<file path="src/rtl/mem_wb_if.sv">
// mem_wb_if: EX-side inputs, stall/flush controls and writeback/forwarding outputs of the MEM+WB stage
interface mem_wb_if #(parameter int DATA_W = 16, parameter int REG_W = 4);
  logic              ex_valid;
  logic              ex_wbs;
  logic              ex_mem_rd;
  logic              ex_mem_wr;
  logic              ex_reg_we;
  logic [REG_W-1:0]  ex_reg_dest;
  logic [DATA_W-1:0] ex_alu_result;
  logic [DATA_W-1:0] ex_store_data;
  logic              stall;
  logic              flush;
  logic              mem_load_pending;
  logic              wb_valid;
  logic              wb_reg_we;
  logic [REG_W-1:0]  wb_reg_dest;
  logic [DATA_W-1:0] wb_data;
  logic              fwd_mem_valid;
  logic [REG_W-1:0]  fwd_mem_dest;
  logic [DATA_W-1:0] fwd_mem_data;
  logic              fwd_wb_valid;
  logic [REG_W-1:0]  fwd_wb_dest;
  logic [DATA_W-1:0] fwd_wb_data;
  modport master (
    output ex_valid, ex_wbs, ex_mem_rd, ex_mem_wr, ex_reg_we, ex_reg_dest, ex_alu_result, ex_store_data,
           stall, flush,
    input  mem_load_pending, wb_valid, wb_reg_we, wb_reg_dest, wb_data,
           fwd_mem_valid, fwd_mem_dest, fwd_mem_data, fwd_wb_valid, fwd_wb_dest, fwd_wb_data
  );
  modport slave (
    input  ex_valid, ex_wbs, ex_mem_rd, ex_mem_wr, ex_reg_we, ex_reg_dest, ex_alu_result, ex_store_data,
           stall, flush,
    output mem_load_pending, wb_valid, wb_reg_we, wb_reg_dest, wb_data,
           fwd_mem_valid, fwd_mem_dest, fwd_mem_data, fwd_wb_valid, fwd_wb_dest, fwd_wb_data
  );
endinterface

</file>
<file path="src/rtl/mem_wb_stage.sv">
// mem_wb_stage: EX/MEM register, synchronous data RAM, MEM/WB register and WB source mux.
// Define MEMWB_FWD_EN to build the MEM/WB forwarding outputs; otherwise they are tied to 0.
module mem_wb_stage #(
  parameter int DATA_W = 16,
  parameter int ADDR_W = 8,
  parameter int REG_W  = 4
) (
  input logic   clk,
  input logic   rst,
  mem_wb_if.slave bus
);
  logic              mem_valid, mem_wbs, mem_rd, mem_wr, mem_reg_we;
  logic [REG_W-1:0]  mem_reg_dest;
  logic [DATA_W-1:0] mem_alu_result, mem_store_data;
  logic              wb_valid_q, wb_wbs, wb_reg_we_q;
  logic [REG_W-1:0]  wb_dest;
  logic [DATA_W-1:0] wb_calc, rd_q;
  logic [DATA_W-1:0] ram [2**ADDR_W];
  logic [ADDR_W-1:0] addr;
  logic              do_wr, do_rd;
  assign addr  = mem_alu_result[ADDR_W-1:0];
  assign do_wr = mem_valid & mem_wr & ~bus.stall;
  assign do_rd = mem_valid & mem_rd & ~mem_wr & ~bus.stall;
  // RAM has no reset so its contents survive rst
  always_ff @(posedge clk)
    if (!rst && do_wr) ram[addr] <= mem_store_data;
  always_ff @(posedge clk) begin
    if (rst) begin
      mem_valid      <= 1'b0;
      mem_wbs        <= 1'b0;
      mem_rd         <= 1'b0;
      mem_wr         <= 1'b0;
      mem_reg_we     <= 1'b0;
      mem_reg_dest   <= '0;
      mem_alu_result <= '0;
      mem_store_data <= '0;
      rd_q           <= '0;
      wb_valid_q     <= 1'b0;
      wb_wbs         <= 1'b0;
      wb_reg_we_q    <= 1'b0;
      wb_dest        <= '0;
      wb_calc        <= '0;
    end else if (!bus.stall) begin
      mem_valid      <= bus.ex_valid & ~bus.flush;
      mem_wbs        <= bus.ex_wbs;
      mem_rd         <= bus.ex_mem_rd;
      mem_wr         <= bus.ex_mem_wr;
      mem_reg_we     <= bus.ex_reg_we;
      mem_reg_dest   <= bus.ex_reg_dest;
      mem_alu_result <= bus.ex_alu_result;
      mem_store_data <= bus.ex_store_data;
      if (do_rd) rd_q <= ram[addr];
      wb_valid_q     <= mem_valid;
      wb_wbs         <= mem_wbs;
      wb_reg_we_q    <= mem_reg_we;
      wb_dest        <= mem_reg_dest;
      wb_calc        <= mem_alu_result;
    end
  end
  assign bus.mem_load_pending = mem_valid & mem_rd & ~mem_wr;
  assign bus.wb_valid         = wb_valid_q;
  assign bus.wb_reg_we        = wb_valid_q & wb_reg_we_q;
  assign bus.wb_reg_dest      = wb_dest;
  assign bus.wb_data          = wb_wbs ? wb_calc : rd_q;
`ifdef MEMWB_FWD_EN
  // loads are excluded: their data is not ready until WB
  assign bus.fwd_mem_valid = mem_valid & mem_reg_we & ~mem_rd;
  assign bus.fwd_mem_dest  = mem_reg_dest;
  assign bus.fwd_mem_data  = mem_alu_result;
  assign bus.fwd_wb_valid  = bus.wb_reg_we;
  assign bus.fwd_wb_dest   = bus.wb_reg_dest;
  assign bus.fwd_wb_data   = bus.wb_data;
`else
  assign bus.fwd_mem_valid = 1'b0;
  assign bus.fwd_mem_dest  = '0;
  assign bus.fwd_mem_data  = '0;
  assign bus.fwd_wb_valid  = 1'b0;
  assign bus.fwd_wb_dest   = '0;
  assign bus.fwd_wb_data   = '0;
`endif
endmodule

</file>
<file path="src/flat_wrapper.sv">
// flat-port wrapper written by rule: the top's interface ports become plain ports
module mem_wb_stage_flat 
#(
  parameter int DATA_W = 16,
  parameter int ADDR_W = 8,
  parameter int REG_W  = 4
)
  (clk, rst, bus_ex_valid, bus_ex_wbs, bus_ex_mem_rd, bus_ex_mem_wr, bus_ex_reg_we, bus_ex_reg_dest, bus_ex_alu_result, bus_ex_store_data, bus_stall, bus_flush, bus_mem_load_pending, bus_wb_valid, bus_wb_reg_we, bus_wb_reg_dest, bus_wb_data, bus_fwd_mem_valid, bus_fwd_mem_dest, bus_fwd_mem_data, bus_fwd_wb_valid, bus_fwd_wb_dest, bus_fwd_wb_data);
  mem_wb_if #(.DATA_W(DATA_W), .REG_W(REG_W)) bus_i ();
  input logic clk;
  input logic rst;
  input wire logic [$bits(bus_i.ex_valid)-1:0] bus_ex_valid;
  input wire logic [$bits(bus_i.ex_wbs)-1:0] bus_ex_wbs;
  input wire logic [$bits(bus_i.ex_mem_rd)-1:0] bus_ex_mem_rd;
  input wire logic [$bits(bus_i.ex_mem_wr)-1:0] bus_ex_mem_wr;
  input wire logic [$bits(bus_i.ex_reg_we)-1:0] bus_ex_reg_we;
  input wire logic [$bits(bus_i.ex_reg_dest)-1:0] bus_ex_reg_dest;
  input wire logic [$bits(bus_i.ex_alu_result)-1:0] bus_ex_alu_result;
  input wire logic [$bits(bus_i.ex_store_data)-1:0] bus_ex_store_data;
  input wire logic [$bits(bus_i.stall)-1:0] bus_stall;
  input wire logic [$bits(bus_i.flush)-1:0] bus_flush;
  output wire logic [$bits(bus_i.mem_load_pending)-1:0] bus_mem_load_pending;
  output wire logic [$bits(bus_i.wb_valid)-1:0] bus_wb_valid;
  output wire logic [$bits(bus_i.wb_reg_we)-1:0] bus_wb_reg_we;
  output wire logic [$bits(bus_i.wb_reg_dest)-1:0] bus_wb_reg_dest;
  output wire logic [$bits(bus_i.wb_data)-1:0] bus_wb_data;
  output wire logic [$bits(bus_i.fwd_mem_valid)-1:0] bus_fwd_mem_valid;
  output wire logic [$bits(bus_i.fwd_mem_dest)-1:0] bus_fwd_mem_dest;
  output wire logic [$bits(bus_i.fwd_mem_data)-1:0] bus_fwd_mem_data;
  output wire logic [$bits(bus_i.fwd_wb_valid)-1:0] bus_fwd_wb_valid;
  output wire logic [$bits(bus_i.fwd_wb_dest)-1:0] bus_fwd_wb_dest;
  output wire logic [$bits(bus_i.fwd_wb_data)-1:0] bus_fwd_wb_data;
  assign bus_i.ex_valid = bus_ex_valid;
  assign bus_i.ex_wbs = bus_ex_wbs;
  assign bus_i.ex_mem_rd = bus_ex_mem_rd;
  assign bus_i.ex_mem_wr = bus_ex_mem_wr;
  assign bus_i.ex_reg_we = bus_ex_reg_we;
  assign bus_i.ex_reg_dest = bus_ex_reg_dest;
  assign bus_i.ex_alu_result = bus_ex_alu_result;
  assign bus_i.ex_store_data = bus_ex_store_data;
  assign bus_i.stall = bus_stall;
  assign bus_i.flush = bus_flush;
  assign bus_mem_load_pending = bus_i.mem_load_pending;
  assign bus_wb_valid = bus_i.wb_valid;
  assign bus_wb_reg_we = bus_i.wb_reg_we;
  assign bus_wb_reg_dest = bus_i.wb_reg_dest;
  assign bus_wb_data = bus_i.wb_data;
  assign bus_fwd_mem_valid = bus_i.fwd_mem_valid;
  assign bus_fwd_mem_dest = bus_i.fwd_mem_dest;
  assign bus_fwd_mem_data = bus_i.fwd_mem_data;
  assign bus_fwd_wb_valid = bus_i.fwd_wb_valid;
  assign bus_fwd_wb_dest = bus_i.fwd_wb_dest;
  assign bus_fwd_wb_data = bus_i.fwd_wb_data;
  mem_wb_stage #(.DATA_W(DATA_W), .ADDR_W(ADDR_W), .REG_W(REG_W)) u_core (.clk(clk), .rst(rst), .bus(bus_i));
endmodule
</file>
<file path="config.mk">
export PLATFORM = sky130hd
export DESIGN_NAME = mem_wb_stage_flat
export DESIGN_NICKNAME = d
export VERILOG_FILES = /design/src/rtl/mem_wb_if.sv /design/src/rtl/mem_wb_stage.sv /design/src/flat_wrapper.sv
export SDC_FILE = /design/constraint.sdc
export NUM_CORES = 2
export LEC_CHECK = 0
export CAP_MARGIN = 20
export CORE_MARGIN = 5
export CORE_UTILIZATION = 40
export DETAILED_ROUTE_END_ITERATION = 7
export GPL_TIMING_DRIVEN = 0
export REMOVE_ABC_BUFFERS = 1
export SETUP_SLACK_MARGIN = 0.3
export SLEW_MARGIN = 30
export SYNTH_ARGS = -nofsm -noshare
export SYNTH_HDL_FRONTEND = slang
export SYNTH_SLANG_ARGS = --single-unit
</file>
<file path="constraint.sdc">
create_clock -name clk -period 5 [get_ports clk]
set_input_delay 0.75 -clock clk [delete_from_list [all_inputs] [get_ports clk]]
set_output_delay 0.75 -clock clk [all_outputs]
set_load 0.005 [all_outputs]
</file>
-- Word level (Yosys, flattened, before mapping)
Memories as Yosys holds them, arrays and structs flattened. A register that Yosys moved wholly into a read port is not among the register bits.
Index checks and enable logic that the tools add are counted.
- input port bits: 45
- memories kept: 1
- output and inout bits: 65
- bits in registers: 64
- bits in writable memories: 4096
- multiplexer cells: 3
- reduce and logical (&&, ||, !) cells: 3
- bitwise gates (word level): 10
- memory list (name ; depth ; width ; read ports ; clocked after Yosys merged registers in ; wr ports ; line ; RTL):
    u_core.ram ; 256 ; 16 ; 1 ; 1 ; 1 ; mem_wb_stage.sv:18 ; logic [DATA_W-1:0] ram [2**ADDR_W];
- operators by type and width (cell ; count):
    16-bit 2-to-1 mux ; 1
    1-bit AND ; 7
    1-bit inverter ; 3
    1-bit 2-to-1 mux ; 2
    2-bit AND reduction ; 1
    1-bit logical AND ; 1
    1-bit logical NOT ; 1

-- Longest topological paths before layout
- depth in word-level cells: 5
- gate-level depth with buffers: 13
- gate-level depth less buffers: 7

-- Worst setup path before layout
Ideal clock, no wire load.
- kind: register -> register
- from: reg u_core.mem_store_data[0]
- to: mem u_core.ram[0][0] (data pin)
- stages on the path, launching flop included: 1
- period minus slack after synthesis: 4.253 ns
- arrival time: 3.397 ns
- setup slack: 0.747 ns
- cells stage by stage: dfxtp_1
- RTL lines (element ; line ; RTL):
    start: declaration ; mem_wb_stage.sv:14 ; logic [DATA_W-1:0] mem_alu_result, mem_store_data;
    start signal: assignment ; mem_wb_stage.sv:51 ; mem_store_data <= bus.ex_store_data;
    end: declaration ; mem_wb_stage.sv:18 ;
No word-level cell before the write port.

==> impl_metrics.toml <==
[run_status]
outcome = "finished, final reports clean"

[critical_path]
path_cells = "buf_12 -> buf_12 -> buf_16 -> buf_16 -> nand2b_4 -> buf_12 -> nor2_4 -> buf_8 -> a22oi_1 -> o211ai_1 -> o21ai_0 -> a41oi_1 -> a21o_1"
cp-start-kind = "register"
path_max_fanout = 44
critPathRequiredTime_ns = 5.86
endpoint_kind = "register"
worst_ep_arrival_time_ns = 5.47
cpMostUsedCell = "buf_12"
crit_path_max_incr_delay_ns = 0.54
critPathSlowestCell = "dfxtp_4"
crit_type = "reg2reg"
crit_family = "compound AO/OA/AOI/OAI gates"
regToRegSetupSlack_ns = 0.38
worstPathBufferInverterCount = 6

[yosys]
ys_top_cells_by_area = "edfxtp_1 76%, mux4_2 14%, mux2i_1 2.1%"
yosysTopAreaCellShare = 0.7648
ys_ff_latch = 4176
yosys.area.top_type = "edfxtp_1"
synth_flop_cell = "edfxtp_1"
synthesis.area_um2 = 160800
ys_warn_count = 0
synth_seq_area_share = 0.7748
syn_avg_cell_area_um2 = 21.73
synth_most_common_cell = "edfxtp_1"
synth.distinct_cells = 68
synth_edf_count = 4096
synthTopCellsByCount = "4,096 x edfxtp_1, 975 x mux4_2, 384 x nor2_1"
synthCells = 7401
synthArstFlopShare = 0

[floorplan]
die_y_um = 644.1
initial_core_util = 0.4020
dieArea_um2 = 414800
io_pins = 110
fp.dieW_um = 644.1
rows = 232
coreArea_um2 = 400000

[finish]
finalNetCount = 7871
final_cell_count_no_fill = 13444
layout-drive-gt1-share = 0.2897
syn2layout_area_growth_pct = 16.96
final_area_um2 = 188100

[sta]
fin_crit_sh = 0.9231
rsz0062_at_grt = "false"
worst_slew_pin_slew_ns = 1.114
fin_crit_ns = 4.615
drv_slew = 0
hold_violations = 0
fin_tns_setup_ns = 0
setup_viol = 0
fmax_mhz = 216.7
fin_skew_ns = 0.05275
timing.slew.headroom = 0.2530

[cts]
cts_buffers = 413
cts_sinks = 4176
h-tree-depth = 5
cts_buffer_depth = 4
cts-root-buf = "clkbuf_16"
clk_pin_slew_ns = 0.06
clkLatencyLatePin_ns = 0.97
ctsHoldBuffers = 0
cts_tree = "done"

[power]
intPower_w = 0.05682
power_w = 0.07257
combPwrFrac = 0.056
power.switching_w = 0.01575
pwr-share-clk = 0.412
leakage_nw = 55.18
pwr-share-seq = 0.532
swShare = 0.2170
p_per_area_nw_per_um2 = 385.8
ir_drop_mv = 0.2929

[place]
portBuffers = 67
placed_area_um2 = 174600
place_inst = 12654
post-dp-hpwl_um = 274100
gp_congestion = 0.8184

[detailed_routing]
viasPerCell = 5.876
drt-total-wl_um = 428300
dr.pass1.iters = 6
ant_nets = 0
vias = 79002
post_drt_wl_per_cell_um = 31.86
drc_errors = 0
first_iter_violations = 9343

[grt]
gr-total-overflow = 0
antenna_found_initial = 13
grt_pass1_vias = 78942
grt_max_degree = 73
grt_usage = 0.2017
grt_first_pass_wirelength_um = 604700

[run]
max-cap-violations = 0

[min_path]
hp-class = "in2reg"
flip-flops by register name (all words and copies together), names as in the netlist, 4 cells and up:
register and count:
u_core.bus.wb_reg_dest 4, u_core.ram 4096, u_core.mem_reg_dest 4, u_core.mem_alu_result 16, u_core.rd_q 16, u_core.mem_store_data 16
u_core.wb_calc 16
path summary, 6_finish.rpt:
check / start / to / depth (start not counted)
setup / recovery: u_core.mem_alu_result[3] / u_core.rd_q[14] / 13
hold / removal: rst / u_core.mem_reg_dest[2] / 2
setup reg to reg: u_core.mem_alu_result[3] / u_core.rd_q[14] / 13
hold reg to reg: u_core.wb_calc[5] / u_core.wb_calc[5] / 2
power groups by stage:
| stage | combinational (W) | sequential [W] | clock [W] |
|---|---|---|---|
| after floorplan | 0.00427 | 0.0400 | 0 |
| after global placement | 0.00638 | 0.0408 | 0 |
| after detailed placement | 0.00396 | 0.0394 | 0 |
| after CTS | 0.00403 | 0.0386 | 0.0304 |
| after global routing | 0.00424 | 0.0386 | 0.0318 |
| final | 0.00405 | 0.0386 | 0.0299 |
area by class of cell:
cell class | count | area (µm²)
clock inverter | 252 | 2004
fill | 32182 | 211900
antenna | 11 | 27.53
sequential | 4176 | 124700
multi-input combinational | 2786 | 35970
tap | 5265 | 6588
inverter | 4 | 30.03
clock buffer | 505 | 10900
timing repair buffer | 445 | 7884
worst reg2reg max path, delay by kind of cell (launching register included):
family | cells | cell delay, ns
AOI/OAI and AO/OA | 5 | 1.72
buffers and inverters | 6 | 1.64
and+or+nand+nor | 2 | 0.62
DFF | 1 | 0.54
layer usage:
metal / share of wire / track usage / routed length, µm / vias up
met5: 0.000026 / 0 / 11 / -
met4: 0.042 / 0.07671 / 17980 / 2
met3: 0.090 / 0.04229 / 38340 / 701
met2: 0.47 / 0.3150 / 201700 / 3866
met1: 0.40 / 0.2801 / 170200 / 42517
li1: - / - / - / 31916
what timing repair did:
item / 4_1_cts / 5_1_grt
cloned: 2 / 1
buffers inserted: 15 / 3
resized for setup: 22 / 19
pin swaps: 11 / 4
endpoints found under the setup margin: 363 / 18
endpoints found under the hold margin: 0 / 0
cells by family after synthesis:
| kind of cell | synth area share |
|---|---|
| buffers and inverters | 0.01765 |
| other | 0.00002332 |
| and+or+nand+nor | 0.02088 |
| muxes | 0.1625 |
| DFF | 0.7748 |
| AOI/OAI and AO/OA | 0.02417 |
layout by cell type, fill, tap and decap left out, types with 26 or more instances in the layout:
cell type	count
clkbuf_1	80
buf_4	79
nand3_1	29
clkbuf_16	423
bufinv_16	26
conb_1	42
clkinv_2	89
nor2_1	141
clkdlybuf4s50_1	65
edfxtp_1	4096
mux4_2	975
clkinv_1	101
buf_16	147
nand2_1	207
a32oi_1	27
buf_12	84
mux2_2	59
nor2_4	241
buf_6	41
nor3_2	26
a22oi_1	124
mux2i_1	334
o22ai_1	81
a21oi_1	72
o21ai_0	113
dfxtp_1	55
per-stage QoR:
step                setup WS (ns)  hold WS [ns]    util
finish                     0.3846        0.1015  0.4702
detailed placement        -0.8288        0.4832  0.4364
global route               0.3065        0.1005  0.4702
floorplan                  -40.98        0.4557       -
CTS                        0.1197       0.04787  0.4698
global placement           -76.40        0.4696  0.4135
No activity file was read; power rests on OpenSTA's default activity.
